===== config.mk =====
export PLATFORM = sky130hd
export DESIGN_NAME = uart_tx_arbiter_flat
export DESIGN_NICKNAME = d
export VERILOG_FILES = /design/src/rtl/uart_pkg.sv /design/src/rtl/uart_tx_arbiter_if.sv /design/src/rtl/bit_sync.sv /design/src/rtl/uart_tx_arbiter.sv /design/src/flat_wrapper.sv
export SDC_FILE = /design/constraint.sdc
export NUM_CORES = 1
export LEC_CHECK = 0
export ABC_AREA = 1
export CAP_MARGIN = 20
export CORE_ASPECT_RATIO = 1.4
export CORE_UTILIZATION = 47
export CTS_CLUSTER_DIAMETER = 60
export CTS_CLUSTER_SIZE = 20
export DETAILED_ROUTE_END_ITERATION = 12
export PLACE_DENSITY = 0.79
export RECOVER_POWER = 25
export SLEW_MARGIN = 40
export SYNTH_ARGS = -nofsm -noshare
export SYNTH_HDL_FRONTEND = slang
export SYNTH_HIERARCHICAL = 1
export SYNTH_SLANG_ARGS = --single-unit

===== constraint.sdc =====
create_clock -name clk -period 1.5 [get_ports clk]
set_input_delay 0.225 -clock clk [delete_from_list [all_inputs] [get_ports clk]]
set_output_delay 0.225 -clock clk [all_outputs]
set_load 0.03 [all_outputs]

===== src/rtl/uart_pkg.sv =====
// Shared definitions for the UART transmit arbiter.
// Contents: arbiter state encoding, default timeout constants and a helper
// that sizes the REQ/BUSY cycle counter from the two timeout parameters.
package uart_pkg;

    typedef enum logic [1:0] {
        ST_IDLE = 2'd0,
        ST_REQ  = 2'd1,
        ST_BUSY = 2'd2
    } arb_state_t;

    localparam int unsigned BUSY_TIMEOUT_DEFAULT  = 20000;
    localparam int unsigned FRAME_TIMEOUT_DEFAULT = 100000;

    // Counter must hold (larger timeout - 1) without wrapping; never narrower than 1 bit.
    function automatic int unsigned cnt_width(input int unsigned a, input int unsigned b);
        int unsigned m;
        m = (a > b) ? a : b;
        return (m < 2) ? 1 : $clog2(m);
    endfunction

endpackage


===== src/rtl/uart_tx_arbiter_if.sv =====
// Handshake bundle between two byte requesters, the arbiter and the UART
// transmitter.
// Signals:
//   req0_valid/req0_data/req0_ready : requester 0 (6809 data-register path)
//   req1_valid/req1_data/req1_ready : requester 1 (hardware monitor/log source)
//   tx_req/tx_data                  : start request and byte to the transmitter
//   tx_busy                         : transmitter busy, baud-clock domain
// Modports:
//   master : requesters and transmitter side
//   slave  : arbiter side
interface uart_tx_arbiter_if;
    import uart_pkg::*;

    logic       req0_valid;
    logic [7:0] req0_data;
    logic       req0_ready;
    logic       req1_valid;
    logic [7:0] req1_data;
    logic       req1_ready;
    logic       tx_req;
    logic [7:0] tx_data;
    logic       tx_busy;

    modport master (
        output req0_valid, req0_data, req1_valid, req1_data, tx_busy,
        input  req0_ready, req1_ready, tx_req, tx_data
    );

    modport slave (
        input  req0_valid, req0_data, req1_valid, req1_data, tx_busy,
        output req0_ready, req1_ready, tx_req, tx_data
    );

endinterface


===== src/rtl/bit_sync.sv =====
// Two-flop synchronizer for a single asynchronous level.
// Ports:
//   clk   : destination clock
//   reset : asynchronous, active-high; both flops clear to 0
//   d_i   : asynchronous input level
//   q_o   : synchronized level, two clk edges of latency
module bit_sync
    import uart_pkg::*;
(
    input  logic clk,
    input  logic reset,
    input  logic d_i,
    output logic q_o
);

    logic meta_q;
    logic sync_q;

    always_ff @(posedge clk or posedge reset) begin
        if (reset) begin
            meta_q <= 1'b0;
            sync_q <= 1'b0;
        end else begin
            meta_q <= d_i;
            sync_q <= meta_q;
        end
    end

    assign q_o = sync_q;

endmodule


===== src/rtl/uart_tx_arbiter.sv =====
// Round-robin arbiter feeding one UART transmitter from two byte requesters.
// A grant latches the winner's byte, pulses its ready for one cycle and raises
// tx_req until the (synchronized) transmitter busy flag rises; the arbiter
// then waits for busy to fall before granting again. Both waits are bounded
// and a timeout sets a sticky error flag.
// Ports:
//   clk, reset  : system clock, asynchronous active-high reset
//   bus         : requester/transmitter handshake bundle (slave side)
//   grant_id    : requester owning the current/last transfer
//   idle        : high in IDLE while synchronized tx_busy is low
//   err_timeout : sticky timeout flag
//   err_clear   : clears err_timeout (a simultaneous timeout wins)
module uart_tx_arbiter
    import uart_pkg::*;
#(
    parameter int unsigned BUSY_TIMEOUT  = BUSY_TIMEOUT_DEFAULT,
    parameter int unsigned FRAME_TIMEOUT = FRAME_TIMEOUT_DEFAULT
) (
    input  logic              clk,
    input  logic              reset,
    uart_tx_arbiter_if.slave  bus,
    output logic              grant_id,
    output logic              idle,
    output logic              err_timeout,
    input  logic              err_clear
);

    localparam int unsigned      CNT_W      = cnt_width(BUSY_TIMEOUT, FRAME_TIMEOUT);
    localparam logic [CNT_W-1:0] BUSY_LAST  = CNT_W'(BUSY_TIMEOUT - 1);
    localparam logic [CNT_W-1:0] FRAME_LAST = CNT_W'(FRAME_TIMEOUT - 1);

    logic             busy_s;
    arb_state_t       state_q;
    logic [CNT_W-1:0] cnt_q;
    logic             tx_req_q;
    logic [7:0]       tx_data_q;
    logic             rdy0_q;
    logic             rdy1_q;
    logic             gid_q;
    logic             last_q;
    logic             err_q;
    logic             any_valid;
    logic             grant_d;

    bit_sync u_busy_sync (
        .clk   (clk),
        .reset (reset),
        .d_i   (bus.tx_busy),
        .q_o   (busy_s)
    );

    assign any_valid = bus.req0_valid | bus.req1_valid;
    // Contention goes to the requester not served last; a lone requester always wins.
    assign grant_d   = (bus.req0_valid & bus.req1_valid) ? ~last_q : bus.req1_valid;

    always_ff @(posedge clk or posedge reset) begin
        if (reset) begin
            state_q   <= ST_IDLE;
            cnt_q     <= '0;
            tx_req_q  <= 1'b0;
            tx_data_q <= '0;
            rdy0_q    <= 1'b0;
            rdy1_q    <= 1'b0;
            gid_q     <= 1'b0;
            last_q    <= 1'b1;
            err_q     <= 1'b0;
        end else begin
            rdy0_q <= 1'b0;
            rdy1_q <= 1'b0;
            // Placed before the state logic so a timeout set below overrides it.
            if (err_clear) begin
                err_q <= 1'b0;
            end
            case (state_q)
                ST_IDLE: begin
                    if (!busy_s && any_valid) begin
                        rdy0_q    <= ~grant_d;
                        rdy1_q    <= grant_d;
                        tx_data_q <= grant_d ? bus.req1_data : bus.req0_data;
                        gid_q     <= grant_d;
                        last_q    <= grant_d;
                        tx_req_q  <= 1'b1;
                        cnt_q     <= '0;
                        state_q   <= ST_REQ;
                    end
                end
                ST_REQ: begin
                    if (busy_s) begin
                        tx_req_q <= 1'b0;
                        cnt_q    <= '0;
                        state_q  <= ST_BUSY;
                    end else if (cnt_q == BUSY_LAST) begin
                        tx_req_q <= 1'b0;
                        err_q    <= 1'b1;
                        cnt_q    <= '0;
                        state_q  <= ST_IDLE;
                    end else begin
                        cnt_q <= cnt_q + 1'b1;
                    end
                end
                ST_BUSY: begin
                    if (!busy_s) begin
                        cnt_q   <= '0;
                        state_q <= ST_IDLE;
                    end else if (cnt_q == FRAME_LAST) begin
                        err_q   <= 1'b1;
                        cnt_q   <= '0;
                        state_q <= ST_IDLE;
                    end else begin
                        cnt_q <= cnt_q + 1'b1;
                    end
                end
                default: begin
                    tx_req_q <= 1'b0;
                    cnt_q    <= '0;
                    state_q  <= ST_IDLE;
                end
            endcase
        end
    end

    assign bus.tx_req     = tx_req_q;
    assign bus.tx_data    = tx_data_q;
    assign bus.req0_ready = rdy0_q;
    assign bus.req1_ready = rdy1_q;
    assign grant_id       = gid_q;
    assign err_timeout    = err_q;
    assign idle           = (state_q == ST_IDLE) && !busy_s;

endmodule


===== src/flat_wrapper.sv =====
// flat-port wrapper written by rule: the top's interface ports become plain ports
module uart_tx_arbiter_flat import uart_pkg::*;
#(
    parameter int unsigned BUSY_TIMEOUT  = BUSY_TIMEOUT_DEFAULT,
    parameter int unsigned FRAME_TIMEOUT = FRAME_TIMEOUT_DEFAULT
)
  (clk, reset, grant_id, idle, err_timeout, err_clear, bus_req0_valid, bus_req0_data, bus_req1_valid, bus_req1_data, bus_tx_busy, bus_req0_ready, bus_req1_ready, bus_tx_req, bus_tx_data);
  uart_tx_arbiter_if bus_i ();
  input  logic clk;
  input  logic reset;
  output logic grant_id;
  output logic idle;
  output logic err_timeout;
  input  logic err_clear;
  input wire logic [$bits(bus_i.req0_valid)-1:0] bus_req0_valid;
  input wire logic [$bits(bus_i.req0_data)-1:0] bus_req0_data;
  input wire logic [$bits(bus_i.req1_valid)-1:0] bus_req1_valid;
  input wire logic [$bits(bus_i.req1_data)-1:0] bus_req1_data;
  input wire logic [$bits(bus_i.tx_busy)-1:0] bus_tx_busy;
  output wire logic [$bits(bus_i.req0_ready)-1:0] bus_req0_ready;
  output wire logic [$bits(bus_i.req1_ready)-1:0] bus_req1_ready;
  output wire logic [$bits(bus_i.tx_req)-1:0] bus_tx_req;
  output wire logic [$bits(bus_i.tx_data)-1:0] bus_tx_data;
  assign bus_i.req0_valid = bus_req0_valid;
  assign bus_i.req0_data = bus_req0_data;
  assign bus_i.req1_valid = bus_req1_valid;
  assign bus_i.req1_data = bus_req1_data;
  assign bus_i.tx_busy = bus_tx_busy;
  assign bus_req0_ready = bus_i.req0_ready;
  assign bus_req1_ready = bus_i.req1_ready;
  assign bus_tx_req = bus_i.tx_req;
  assign bus_tx_data = bus_i.tx_data;
  uart_tx_arbiter #(.BUSY_TIMEOUT(BUSY_TIMEOUT), .FRAME_TIMEOUT(FRAME_TIMEOUT)) u_core (.clk(clk), .reset(reset), .bus(bus_i), .grant_id(grant_id), .idle(idle), .err_timeout(err_timeout), .err_clear(err_clear));
endmodule

# Yosys cells after proc, flatten, opt, wreduce, memory -nomap -nowiden

Index checks and enable logic that the tools add are counted.

Shifts and indexed selects: 0
Multiply operators: 0
$lt $le $gt $ge: 0
Muxes and demuxes: 28
Equal/unequal tests: 7
Add/sub/neg operators: 1
Bitwise logic cells: 5
Div/mod/pow operators: 0
Reductions and logical operators: 7

Operator list:

| cell                                                                     | count |
|---|---|
| 17-bit 2-to-1 mux                                                        | 5 |
| 17-bit case mux with 3 select lines                                      | 1 |
| 17-bit by 1-bit adder with 17-bit output (second input constant)         | 1 |
| 17-bit by 15-bit == test with 1-bit output (second input constant)       | 1 |
| 17-bit == test (second input constant)                                   | 1 |
| 1-bit 2-to-1 mux                                                         | 13 |
| 2-bit 2-to-1 mux                                                         | 5 |
| 8-bit 2-to-1 mux                                                         | 1 |
| 3-bit by 2-bit inequality test with 1-bit output (second input constant) | 2 |
| 2-bit case mux with 3 select lines                                       | 1 |
| 3-bit AND reduction                                                      | 2 |
| 1-bit NOT                                                                | 3 |
| 1-bit case mux with 3 select lines                                       | 1 |
| 2-bit by 1-bit == test with 1-bit output (second input constant)         | 1 |
| 2-bit == test (second input constant)                                    | 1 |
| 1-bit logical AND                                                        | 2 |
| 2-bit logical NOT                                                        | 1 |
| 2-bit by 1-bit inequality test with 1-bit output (second input constant) | 1 |
| 1-bit case mux with 2 select lines                                       | 1 |
| 2-bit AND reduction                                                      | 1 |
| 1-bit AND                                                                | 1 |
| 1-bit logical NOT                                                        | 1 |
| 1-bit bitwise OR                                                         | 1 |

ROM bits: 0
Bits in writable memories: 0
Flip-flop bits (word level): 35
Logic and storage cells: 59
Memories kept: 0
Bits in latches: 0

# Longest topological paths before layout

Gate-level depths: netlist of run 1.

Depth in word-level cells: 5
Gate-level depth with buffers: 12

# Cells and area by module

The synthesis of run 1 kept the hierarchy.

By module, submodules not included:

| module          | instances | seq. area each (um^2) | cells each | area an instance (um^2) |
|---|---|---|---|---|
| uart_tx_arbiter | 1         | 827.0                 | 243        | 1,858.0 |
| bit_sync        | 1         | 50.0                  | 3          | 53.8 |

# Least setup slack after synthesis of run 1

No wires, ideal clock.

Kind: flip-flop to flip-flop
Start point: reg u_core.state_q[0]
End point: reg u_core.tx_data_q[0], in the netlist u_core/bus.tx_data[0]
Setup slack: -241 ps
Buffers on the path: 0
Arrival: 1,672 ps
Cell stages (with the launch flop): 9
Cell sequence: dfrtp_1 inv_1 ha_1 inv_1 nor2_1 nand3_1 clkinv_1 nand2_1 nand3_1

Cells in the longest elaborated chain, start to end: 2

Ends and longest elaborated chain:

| element                       | RTL line              | source |
|---|---|---|
| from (decl)                   | uart_tx_arbiter.sv:33 | `arb_state_t state_q;` |
| from (signal assigned)        | uart_tx_arbiter.sv:58 | `state_q <= ST_IDLE;` |
| from (signal assigned)        | uart_tx_arbiter.sv:84 | `state_q <= ST_REQ;` |
| from (signal assigned)        | uart_tx_arbiter.sv:91 | `state_q <= ST_BUSY;` |
| 2-bit logical NOT             | uart_tx_arbiter.sv:74 | `case (state_q)` |
| 2-bit AND reduction (no line) | n/a                   |  |
| to (signal assigned)          | uart_tx_arbiter.sv:79 | `tx_data_q <= grant_d ? bus.req1_data : bus.req0_data;` |
| to (decl)                     | uart_tx_arbiter.sv:36 | `logic [7:0] tx_data_q;` |

Every way passes these cells.
A chain may end at the register's enable or synchronous reset.

# Worst setup path after layout of run 1

Start point: reg u_core.state_q[0]
End point: reg u_core.tx_req_q, in the netlist u_core/bus.tx_req

Cells in the longest elaborated chain, start to end: 3
Elaborated cells between the ends (all ways): 8
Classes of those cells: eq/ne (4); mux (1); bitwise (1); reduce/logical (2)

Ends and longest elaborated chain:

| element                                                                                  | RTL line              | source |
|---|---|---|
| 2-bit by 1-bit == test with 1-bit output, or another cell as far along                   | uart_tx_arbiter.sv:74 |  |
| 3-bit by 2-bit inequality test with 1-bit output (no line), or another cell as far along | n/a                   |  |
| 3-bit AND reduction (no line)                                                            | n/a                   |  |
| to (signal assigned)                                                                     | uart_tx_arbiter.sv:82 | `tx_req_q <= 1'b1;` |
| to (signal assigned)                                                                     | uart_tx_arbiter.sv:89 | `tx_req_q <= 1'b0;` |
| to (signal assigned)                                                                     | uart_tx_arbiter.sv:93 | `tx_req_q <= 1'b0;` |
| to (decl)                                                                                | uart_tx_arbiter.sv:35 | `logic tx_req_q;` |

Several ways; a longest one is shown, not always the timed one.

==> impl_metrics.prom, run 1 <==
# TYPE chip_impl_metric gauge
chip_impl_metric{name="htreeDepth",unit=""} 2
chip_impl_info{name="crit_type",value="flip-flop to flip-flop"} 1
chip_impl_info{name="status",value="finished with violations"} 1
chip_impl_metric{name="route.detailed.drc",unit=""} 0
chip_impl_metric{name="yosys_register_bits",unit=""} 35
chip_impl_metric{name="post_drt_wl_per_cell",unit="µm"} 13.51
chip_impl_metric{name="worst_slew_margin_rel",unit=""} 0.5260
chip_impl_metric{name="cp_slowest_stage_delay",unit="ps"} 400
chip_impl_metric{name="clkSinkCount",unit=""} 35
chip_impl_metric{name="drive_gt1_frac",unit=""} 0.3163
chip_impl_metric{name="insertedDiodeCount",unit=""} 0
chip_impl_metric{name="syn_inst",unit=""} 246
chip_impl_metric{name="holdWs",unit="ps"} 237.2
chip_impl_info{name="critPathSlowestCell",value="dfrtp_1"} 1
chip_impl_metric{name="synthesis.area_per_instance",unit="µm²"} 7.772
chip_impl_metric{name="syn_nets",unit=""} 272
chip_impl_metric{name="vias",unit=""} 1882
chip_impl_metric{name="sum_of_negative_setup_slack",unit="ps"} -733.3
chip_impl_metric{name="period_share",unit=""} 1.082
chip_impl_metric{name="timing_max_transition_violations_final",unit=""} 0
chip_impl_info{name="ctsRootBufferMaster",value="clkbuf_8"} 1
chip_impl_info{name="setup.worst_path.end_class",value="flip-flop"} 1
chip_impl_metric{name="drtAntennaViolNets",unit=""} 0
chip_impl_metric{name="drtPass1Iterations",unit=""} 4
chip_impl_metric{name="clk_latency",unit="ps"} 300
chip_impl_metric{name="layout.nets",unit=""} 357
chip_impl_metric{name="dp_cells",unit=""} 351
chip_impl_metric{name="clock_tree.buffer_depth",unit=""} 2
chip_impl_metric{name="synth_sequential_area_ratio",unit=""} 0.4588
chip_impl_metric{name="worst_clock_skew",unit="ps"} 5.209
chip_impl_metric{name="max_slew.worst_pin.slew",unit="ps"} 711.0
chip_impl_metric{name="power-per-cell-area",unit="nW/µm²"} 1339
chip_impl_metric{name="setup_viol",unit=""} 19
chip_impl_info{name="synth_top_cell_by_area",value="dfrtp_1"} 1
chip_impl_metric{name="cts-hold-fix-buffers",unit=""} 0
chip_impl_info{name="path_delay_family",value="flip-flops"} 1
chip_impl_info{name="crit_path_cell_trace",value="buf_4, ha_1, nand2_1, inv_1, nand2_2, buf_4, nand2_1, o21ai_0, o21ai_0"} 1
chip_impl_metric{name="synthToLayoutAreaGrowth",unit="%"} 48.69
chip_impl_metric{name="fmax",unit="MHz"} 616.3
chip_impl_metric{name="period_minus_slack",unit="ps"} 1623
chip_impl_metric{name="effective_utilization_at_floorplan",unit=""} 0.4879
chip_impl_metric{name="critical_path_buf_inv_count",unit=""} 3
chip_impl_metric{name="initial_antenna_violation_count",unit=""} 0
chip_impl_metric{name="die_w",unit="µm"} 55.90
chip_impl_metric{name="floorplan.die_area",unit="µm²"} 4330
chip_impl_metric{name="post_synth_instance_area",unit="µm²"} 1912
chip_impl_metric{name="clkTransAtPathRegs",unit="ps"} 70
chip_impl_info{name="critPathLaunchType",value="flip-flop"} 1
chip_impl_metric{name="synthDominantCellAreaShare",unit=""} 0.4450
chip_impl_metric{name="cts_inserted_buffers",unit=""} 5
chip_impl_metric{name="power.static_leakage",unit="nW"} 1.333
chip_impl_metric{name="final_cells",unit=""} 375
chip_impl_metric{name="synth.lib_cells_used.distinct",unit=""} 25
chip_impl_info{name="netlist_top_cells_area",value="dfrtp_1 45%, nand2_1 14%, nor2_1 5.7%"} 1
chip_impl_metric{name="totalWireLength",unit="µm"} 5066
chip_impl_metric{name="synth.yosys.warnings",unit=""} 6
chip_impl_metric{name="route.detailed.vias_per_inst",unit=""} 5.019
chip_impl_metric{name="hold_violations",unit=""} 0
chip_impl_metric{name="cp_data_arrival_time",unit="ps"} 1800
chip_impl_metric{name="gp_congestion",unit=""} 0.9216
chip_impl_metric{name="grt_overflow",unit=""} 0
chip_impl_info{name="cts_tree",value="done"} 1
chip_impl_info{name="failed_checks",value="negative setup slack"} 1
chip_impl_metric{name="critical_path.max_fanout",unit=""} 2
chip_impl_metric{name="chipHeight",unit="µm"} 77.47
chip_impl_metric{name="max_cap_violations",unit=""} 0
chip_impl_info{name="path_type_of_the_worst_min_delay_path",value="input pin to async pin"} 1
chip_impl_metric{name="detailedPlacementHpwl",unit="µm"} 3406
chip_impl_metric{name="grt_max_degree",unit=""} 21
chip_impl_metric{name="core.rowCount",unit=""} 27
chip_impl_metric{name="data_required_time_at_the_worst_endpoint",unit="ps"} 1670
chip_impl_metric{name="via_count_of_the_first_global_routing_pass",unit=""} 1918
chip_impl_metric{name="detail_route.iter0.violations",unit=""} 45
chip_impl_metric{name="track_usage",unit=""} 0.2415
chip_impl_metric{name="numPortBuffers",unit=""} 35
chip_impl_metric{name="core_box_area",unit="µm²"} 3919
chip_impl_metric{name="worst_vdd_rail_ir_drop",unit="V"} 0.001218
chip_impl_metric{name="final_critical_path_setup_slack",unit="ps"} -122.6
chip_impl_info{name="rsz0062_at_grt",value="yes"} 1
chip_impl_metric{name="grt_pass1_wl",unit="µm"} 8162
chip_impl_metric{name="pin_count",unit=""} 36
[worst reg2reg max path: cells and delay by family, from the launching register on]
family	cells	cell delay [ps]
flip-flops	1	400
AND/OR/NAND/NOR	3	270
adder cells (fa/ha/maj)	1	210
AO/OA/AOI/OAI	2	290
buffers and inverters	3	330
[sequential cells by signal, summed over array words and instances (netlist names)]
name and flops:
u_core/cnt_q 17, u_core/bus.req1_ready 1, u_core/err_timeout 1, u_core/bus.tx_data 8, u_core/u_busy_sync/meta_q 1, u_core/bus.req0_ready 1, u_core/last_q 1, u_core/bus.tx_req 1
u_core/u_busy_sync/q_o 1, u_core/state_q 2, u_core/grant_id 1
[metal layers]
metal  vias to the layer above  part of all wire  track usage
met1                       881              0.35       0.2470
met5                         -                 0            0
li1                        935                 -            -
met3                        10             0.050      0.06333
met2                        56              0.58       0.4554
met4                         0             0.020       0.1024
[logic make-up after synthesis]
family | after synthesis | share of synthesized area
buffers and inverters | 35 | 0.07854
flip-flops | 35 | 0.4588
XOR/XNOR | 8 | 0.03665
AND/OR/NAND/NOR | 151 | 0.3632
AO/OA/AOI/OAI | 13 | 0.03665
adder cells (fa/ha/maj) | 4 | 0.02618
[synth_stat cells]
cell / n
o31ai_1: 1
o22ai_1: 2
inv_2: 2
nor2_2: 15
clkinv_1: 2
xnor2_1: 1
nand2_1: 70
dfrtp_1: 34
nand3_2: 3
nand3_1: 21
nor2_1: 29
nor3_1: 3
clkbuf_1: 1
inv_1: 28
dfstp_2: 1
nand2_2: 4
ha_1: 4
nand3b_1: 1
nand4_1: 2
nor2_4: 1
buf_12: 1
nand2_4: 2
o21ai_0: 10
inv_4: 1
xor2_1: 7
[cell type report]
type	count	area, µm²
inverter	33	141.4
clock buffer	5	68.82
timing repair buffer	78	669.4
sequential	35	878.3
timing repair inverter	2	16.27
tap	43	53.80
multi-input combinational	176	994.7
clock inverter	3	20.02
fill	293	1076
[layout by cell type (no fill, tap or decap)]
cell             synthesis  routed
clkbuf_8                 0       5
inv_4                    1       1
o21ai_1                  0       3
ha_2                     0       1
dfrtp_2                  0       1
nand2_8                  0       1
buf_4                    0      38
nand2_2                  4       6
o22ai_2                  0       1
clkinvlp_2               0       1
dlygate4sd2_1            0      13
nand3_2                  3       4
nand3_1                 21      18
inv_2                    2       7
clkinvlp_4               0       4
inv_8                    0       2
dfrtp_1                 34      33
ha_4                     0       1
clkbuf_1                 1       1
o22ai_1                  2       1
ha_1                     4       2
nand2_1                 70      67
nand4_1                  2       2
dfstp_2                  1       1
o21ai_0                 10       7
buf_6                    0       5
nor2_2                  15      15
clkdlybuf4s50_1          0      19
nand3b_1                 1       1
o31ai_1                  1       1
nor2_1                  29      24
clkinv_2                 0       1
xor2_1                   7       7
xnor2_1                  1       1
nand3_4                  0       2
nor3_1                   3       3
inv_1                   28      22
nor2_4                   1       6
nand2_4                  2       2
dlygate4sd3_1            0       2
[metrics by stage]
stage          worst slack, ps  power [mW]  area (µm²)  utilization
2_1_floorplan           -54.78       2.253        1914            -
3_3_place_gp            -237.0       2.856        2510       0.6405
3_5_place_dp            -215.4       2.878        2510       0.6405
4_1_cts                 -58.67       3.672        2685       0.6852
5_1_grt                 -173.7       4.032        2843       0.7254
6_report                -122.6       3.805        2843       0.7254
[final timing paths]
path | startpoint | to | slack [ps] | cells past startpoint
setup / recovery | u_core/state_q[0] | u_core/bus.tx_req | -120 | 9
hold / removal | reset | u_core/u_busy_sync/q_o | 240 | 2
setup reg to reg | u_core/state_q[0] | u_core/bus.tx_req | -120 | 9
hold reg to reg | u_core/u_busy_sync/meta_q | u_core/u_busy_sync/q_o | 370 | 0
max in group asynchronous | reset | u_core/cnt_q[12] | 420 | 3
min in group clk | u_core/u_busy_sync/meta_q | u_core/u_busy_sync/q_o | 370 | 0
[what timing repair did]
item,4_1_cts,5_1_grt
gates cloned,1,1
setup endpoints to repair,37,30
pin swaps,2,8
buffers inserted,5,10
resized for setup,32,26
[power breakdown]
group	internal, mW	total [mW]	switching, mW
sequential	1.15	1.25	0.105
combinational	0.727	1.87	1.14
clock	0.323	0.684	0.361
Note: power is estimated with default switching activity, not from simulation.
==> run 2, diff against run 1 <==
- SLEW_MARGIN: 40 -> not set
==> results of run 2 <==
Final layout, timing and power as in run 1 (identical DEF).
==> run 3, diff against run 2 <==
- CELL_PAD_IN_SITES_DETAIL_PLACEMENT: not set -> 1
- CELL_PAD_IN_SITES_GLOBAL_PLACEMENT: not set -> 2
- CORE_UTILIZATION: 47 -> 27
==> run 3 against run 2 <==
The run still ends with negative setup slack left. Fmax grew 0.39%. Total power increased by 4.7%. Critical path depth rose by 2. Clock power shrank 0.6%. Utilization shrank 26 points. Worst hold slack better by 3.4 ps. Cell area is 8.9% higher. Worst setup slack better by 6.3 ps. Flip-flop and latch count is the same. First-iteration DRC count is 67% higher. Register-to-register slack is essentially flat. Critical path type unchanged. Critical endpoint is now u_core/cnt_q[14].
==> impl_metrics.prom, run 3 (same netlist as run 1, synthesis figures left out) <==
# TYPE chip_impl_metric gauge
chip_impl_info{name="status",value="finished with violations"} 1
chip_impl_info{name="failed_checks",value="negative setup slack"} 1
chip_impl_metric{name="insertedDiodeCount",unit=""} 0
chip_impl_metric{name="power-per-cell-area",unit="nW/µm²"} 1287
chip_impl_metric{name="grt_max_degree",unit=""} 24
chip_impl_metric{name="final_critical_path_setup_slack",unit="ps"} -116.3
chip_impl_metric{name="worst_clock_skew",unit="ps"} 6.207
chip_impl_metric{name="grt_pass1_wl",unit="µm"} 9459
chip_impl_metric{name="post_drt_wl_per_cell",unit="µm"} 12.94
chip_impl_metric{name="data_required_time_at_the_worst_endpoint",unit="ps"} 1680
chip_impl_info{name="path_type_of_the_worst_min_delay_path",value="input pin to async pin"} 1
chip_impl_metric{name="grt_overflow",unit=""} 0
chip_impl_metric{name="die_w",unit="µm"} 73.12
chip_impl_metric{name="floorplan.die_area",unit="µm²"} 7426
chip_impl_info{name="critPathLaunchType",value="flip-flop"} 1
chip_impl_metric{name="stdcell_area",unit="µm²"} 3097
chip_impl_metric{name="clock_tree.buffer_depth",unit=""} 2
chip_impl_metric{name="cp_slowest_stage_delay",unit="ps"} 420
chip_impl_metric{name="clk_latency",unit="ps"} 280
chip_impl_info{name="setup.worst_path.end_class",value="flip-flop"} 1
chip_impl_metric{name="initial_antenna_violation_count",unit=""} 0
chip_impl_metric{name="core_box_area",unit="µm²"} 6700
chip_impl_metric{name="holdWs",unit="ps"} 240.7
chip_impl_metric{name="power.static_leakage",unit="nW"} 1.401
chip_impl_metric{name="timing_max_transition_violations_final",unit=""} 0
chip_impl_metric{name="clkTransAtPathRegs",unit="ps"} 70
chip_impl_info{name="crit_type",value="flip-flop to flip-flop"} 1
chip_impl_metric{name="detailedPlacementHpwl",unit="µm"} 4103
chip_impl_info{name="rsz0062_at_grt",value="yes"} 1
chip_impl_metric{name="cts_inserted_buffers",unit=""} 5
chip_impl_metric{name="period_minus_slack",unit="ps"} 1616
chip_impl_metric{name="gp_congestion",unit=""} 0.7655
chip_impl_metric{name="numPortBuffers",unit=""} 35
chip_impl_info{name="top_register",value="u_core/cnt_q"} 1
chip_impl_metric{name="critical_path.max_fanout",unit=""} 3
chip_impl_metric{name="worst_vdd_rail_ir_drop",unit="V"} 0.0007686
chip_impl_info{name="mostFrequentLayoutCell",value="nand2_1"} 1
chip_impl_metric{name="pin_count",unit=""} 36
chip_impl_metric{name="max_cap_violations",unit=""} 0
chip_impl_info{name="ctsRootBufferMaster",value="clkbuf_8"} 1
chip_impl_metric{name="fmax",unit="MHz"} 618.7
chip_impl_metric{name="drtPass1Iterations",unit=""} 4
chip_impl_metric{name="route.detailed.vias_per_inst",unit=""} 4.427
chip_impl_metric{name="worst_slew_margin_rel",unit=""} 0.5731
chip_impl_metric{name="cp_data_arrival_time",unit="ps"} 1790
chip_impl_metric{name="vias",unit=""} 1908
chip_impl_info{name="cp_common_cell",value="nand2_2"} 1
chip_impl_metric{name="htreeDepth",unit=""} 2
chip_impl_info{name="critPathSlowestCell",value="dfrtp_1"} 1
chip_impl_metric{name="totalWireLength",unit="µm"} 5579
chip_impl_metric{name="dp_cells",unit=""} 414
chip_impl_metric{name="sequential_cell_area_in_the_final_layout",unit="µm²"} 878.3
chip_impl_metric{name="final_cells",unit=""} 431
chip_impl_info{name="cts_tree",value="done"} 1
chip_impl_metric{name="clkSinkCount",unit=""} 35
chip_impl_metric{name="hold_violations",unit=""} 0
chip_impl_metric{name="route.detailed.drc",unit=""} 0
chip_impl_metric{name="place_worst_setup_slack",unit="ps"} -254.2
chip_impl_metric{name="largest_register_ffs",unit=""} 17
chip_impl_metric{name="drtAntennaViolNets",unit=""} 0
chip_impl_metric{name="synthToLayoutAreaGrowth",unit="%"} 61.98
chip_impl_metric{name="postPlaceCellArea",unit="µm²"} 2689
chip_impl_metric{name="effective_utilization_at_floorplan",unit=""} 0.2853
chip_impl_metric{name="max_slew.worst_pin.slew",unit="ps"} 640.4
chip_impl_info{name="top_library_cells_by_usage_in_the_layout_fill_and_taps_aside",value="62 x nand2_1, 47 x buf_4, 33 x dfrtp_1"} 1
chip_impl_metric{name="cts-hold-fix-buffers",unit=""} 0
chip_impl_info{name="crit_path_cell_trace",value="inv_1, nand3_1, nor2_1, nand3_2, nand2_2, nand2_2, nand2_2, nand2_4, buf_6, nand2_2, nor2_1"} 1
chip_impl_metric{name="postLayoutCoreUtil",unit=""} 0.4622
chip_impl_metric{name="layout.nets",unit=""} 364
chip_impl_metric{name="setup_viol",unit=""} 16
chip_impl_metric{name="via_count_of_the_first_global_routing_pass",unit=""} 2083
chip_impl_metric{name="period_share",unit=""} 1.078
chip_impl_metric{name="core.rowCount",unit=""} 35
chip_impl_metric{name="detail_route.iter0.violations",unit=""} 75
chip_impl_metric{name="track_usage",unit=""} 0.1650
chip_impl_metric{name="drive_gt1_frac",unit=""} 0.3835
chip_impl_metric{name="final.fill_count",unit=""} 817
chip_impl_metric{name="multi_input_logic_area",unit="µm²"} 1132
chip_impl_metric{name="chipHeight",unit="µm"} 101.6
run 3: changes by cell type in the layout (fill, tap and decap cells not counted), moves of 4 or more:
cell	previous run	this run
nand2_2	6	10
nor2_4	6	13
nand2_1	67	62
buf_4	38	47
nor2_1	24	20
o21ai_0	7	2
run 3: layer usage:
| layer | GRT usage | wire length [µm] |
|---|---|---|
| met1 | 0.1767 | 2142 |
| met5 | 0 | 0 |
| met2 | 0.3212 | 3136 |
| met4 | 0.04676 | 104 |
| met3 | 0.02985 | 195 |
run 3: final timing paths:
path | start | end | slack (ps) | cells after the start
min in group clk | u_core/u_busy_sync/meta_q | u_core/u_busy_sync/q_o | 380 | 0
hold / removal | reset | u_core/u_busy_sync/q_o | 240 | 2
hold reg to reg | u_core/u_busy_sync/meta_q | u_core/u_busy_sync/q_o | 380 | 0
max in group asynchronous | reset | u_core/cnt_q[14] | 520 | 3
setup / recovery | u_core/cnt_q[5] | u_core/cnt_q[14] | -120 | 11
setup reg to reg | u_core/cnt_q[5] | u_core/cnt_q[14] | -120 | 11
run 3: timing repair:
action,in CTS,in global routing
resized for setup,43,48
buffers inserted,4,5
cloned,1,0
pin swaps,5,18
setup endpoints to repair,34,30
endpoints found under the hold margin,0,0
run 3: cell type report:
cell class | instances | share of cell area
repair inverters | 1 | 0.003636
well taps | 92 | 0.03717
clock inverters | 2 | 0.004040
multi-input cells | 176 | 0.3657
flip-flops and latches | 35 | 0.2836
repair buffers | 86 | 0.2352
inverters | 33 | 0.04727
clock buffers | 6 | 0.02343
run 3: per-stage QoR:
stage / total power, mW / setup TNS [ps]
CTS: 3.853 / -168.6
floorplan: 2.253 / -524.7
finish: 3.984 / -775.7
global route: 4.256 / -3036
detailed placement: 3.061 / -4703
global placement: 3.038 / -3975
run 3: critical path, delay by kind of cell, from the launching register on:
family | cells | cell delay, ps
simple gates | 9 | 830
flops | 1 | 420
buf+inv | 2 | 250
run 3: report_power, final:
group | switching [mW] | internal, mW
logic | 1.21 | 0.835
clock network | 0.355 | 0.325
registers | 0.110 | 1.15
==> RTL edit, RTL diff (settings of run 1) <==
The 3 states of `arb_state_t` get a one-hot encoding in 3 bits.
--- a/src/rtl/uart_pkg.sv
+++ b/src/rtl/uart_pkg.sv
@@ -4,8 +4,8 @@
 package uart_pkg;
 
-    typedef enum logic [1:0] {
-        ST_IDLE = 2'd0,
-        ST_REQ  = 2'd1,
-        ST_BUSY = 2'd2
+    typedef enum logic [2:0] {
+        ST_IDLE = 3'b001,
+        ST_REQ  = 3'b010,
+        ST_BUSY = 3'b100
     } arb_state_t;
 
Check against the original RTL: no difference found for any inputs over 10 cycles, from zero or initial values and one cycle with reset high; not proved beyond that.
==> RTL edit against run 1 <==
The run still ends with setup timing left. Combinational power down 11%. Routed wire length grew 6.7%. Sequential power is 5% higher. Clock power increased by 11%. Worst setup slack better by 0.0038 ns. Sequential cell count rose by 1. Final area shrank 3.4%. Power decreased by 2.0%. Global-route usage rose by 0.44 points. Area after synthesis shrank 1.9%. Critical path type unchanged. Critical endpoint is now u_core/cnt_q[4]$_DFFE_PP0P_. Largest cell class unchanged. Largest power group unchanged.
==> RTL edit: results (changes against run 1) <==
- Power Internal: 2.23 mW (+1.4%)
- CP Max Fanout: 5 (+3)
- Dpl cells: 340 (-3.1%)
- Routed len/inst: 15.1 um (+12%)
- Total length of routed wires: 5410 um (+6.7%)
- Synth top area cells: dfrtp_1 (45%), nand2_1 (12%), nand3_1 (7.2%), nor2_1 (6.2%), inv_1 (5.4%)
- Synth cell count leaders: nand2_1 (62), dfrtp_1 (34), nor2_1 (31)
- Met3 wire length: 393 um (+56%)
- Reg2Reg Depth: 10 (+1)
- Detailed Place HPWL: 3430 um (+0.74%)
- TritonRoute pass-1 iters: 4 (unchanged)
- Dpl cell area: 2490 um^2 (-0.85%)
- Routing usage on met2: 0.440 (-0.0157)
- Post-synthesis average cell area: 7.85 um^2 (+0.98%)
- CP top delay family: simple AND/OR/NAND/NOR gates
- Status: finished with violations
- Setup TNS: -1.21 ns (-0.480 ns)
- Vias in the first global route: 1964 (+2.4%)
- Synth cell types: 29 (+16%)
- Worst vdd ir: 1130 uV (-6.9%)
- Max clock buf depth: 2 (unchanged)
- Mapped Nets: 262 (-3.7%)
- Layout area overhead: 46.4%
- Worst slack, placed: -0.166 ns (+0.0494 ns)
- Initial DRC Count: 119 (+160%)
- Post-synth top area share: 0.454 (+0.00861)
- Total GRT Usage: 0.246 (+0.00436)
- Syn. warnings: 6 (unchanged)
- Fillers: 258 (-12%)
- Final setup violation count: 17 (-2)
- Failing checks: setup timing
- Final Skew: 0.00976 ns (+0.00455 ns)
- Register area share after synthesis: 0.482 (+0.0229)
- # resized after CTS: 17 (-47%)
- First-pass GRT wire length: 8200 um (+0.43%)
- Worst slew margin: 0.437 (-0.0892)
- Xor/xnor share of the synthesized area: 0.0140 (-0.0226)
- Final worst setup slack: -0.119 ns (+0.00379 ns)
- Leakage: 1.35 nW (+1.6%)
- Synth Area in Compound Gates: 0.0487 (+0.0120)
- Post-CTS setup buffer count: 4 (-1)
- Area share of fa/ha/maj cells after synthesis: 0.00667 (-0.0195)
- Vias/cell: 5.46 (+8.8%)
- Largest net degree at the start of global routing: 35 (+67%)
- Layout cells sized above 1: 0.254 (-0.0623)
- DR WL met2: 2900 um (-1.5%)
==> RTL edit: changes by cell type in the layout (fill, tap and decap cells not counted), moves of 5 or more <==
cell / run 1 / this run
buf_4: 38 / 31
nand2_1: 67 / 61
inv_1: 22 / 27
nor2_2: 15 / 8
nand3_1: 18 / 24
nand4_1: 2 / 9
inv_2: 7 / 1
==> RTL edit: worst paths after layout <==
path	from	to	slack, ns
worst max-delay path	u_core/cnt_q[0]$_DFFE_PP0P_	u_core/cnt_q[4]$_DFFE_PP0P_	-0.12
worst min-delay path	reset	u_core/u_busy_sync/meta_q$_DFF_PP0_	0.26
worst max register to register	u_core/cnt_q[0]$_DFFE_PP0P_	u_core/cnt_q[4]$_DFFE_PP0P_	-0.12
worst min register to register	u_core/u_busy_sync/meta_q$_DFF_PP0_	u_core/u_busy_sync/q_o$_DFF_PP0_	0.36
max in group asynchronous	reset	u_core/state_q[2]$_DFFE_PP0P_	0.26
min in group clk	u_core/u_busy_sync/meta_q$_DFF_PP0_	u_core/u_busy_sync/q_o$_DFF_PP0_	0.36
==> RTL edit: area by class of cell <==
class | count | share of cell area
sequential | 36 | 0.329
clock buffer | 8 | 0.0364
multi-input combinational | 171 | 0.352
tap | 42 | 0.0191
timing repair buffer | 68 | 0.216
inverter | 32 | 0.0469
==> RTL edit: power by group through the flow <==
stage | clock network (mW) | logic [mW] | registers [mW]
final | 0.760 | 1.66 | 1.31
after global routing | 0.806 | 1.78 | 1.33
after CTS | 0.777 | 1.52 | 1.29
after detailed placement | 0 | 1.53 | 1.31
after global placement | 0 | 1.50 | 1.31
after floorplan | 0 | 0.582 | 1.58
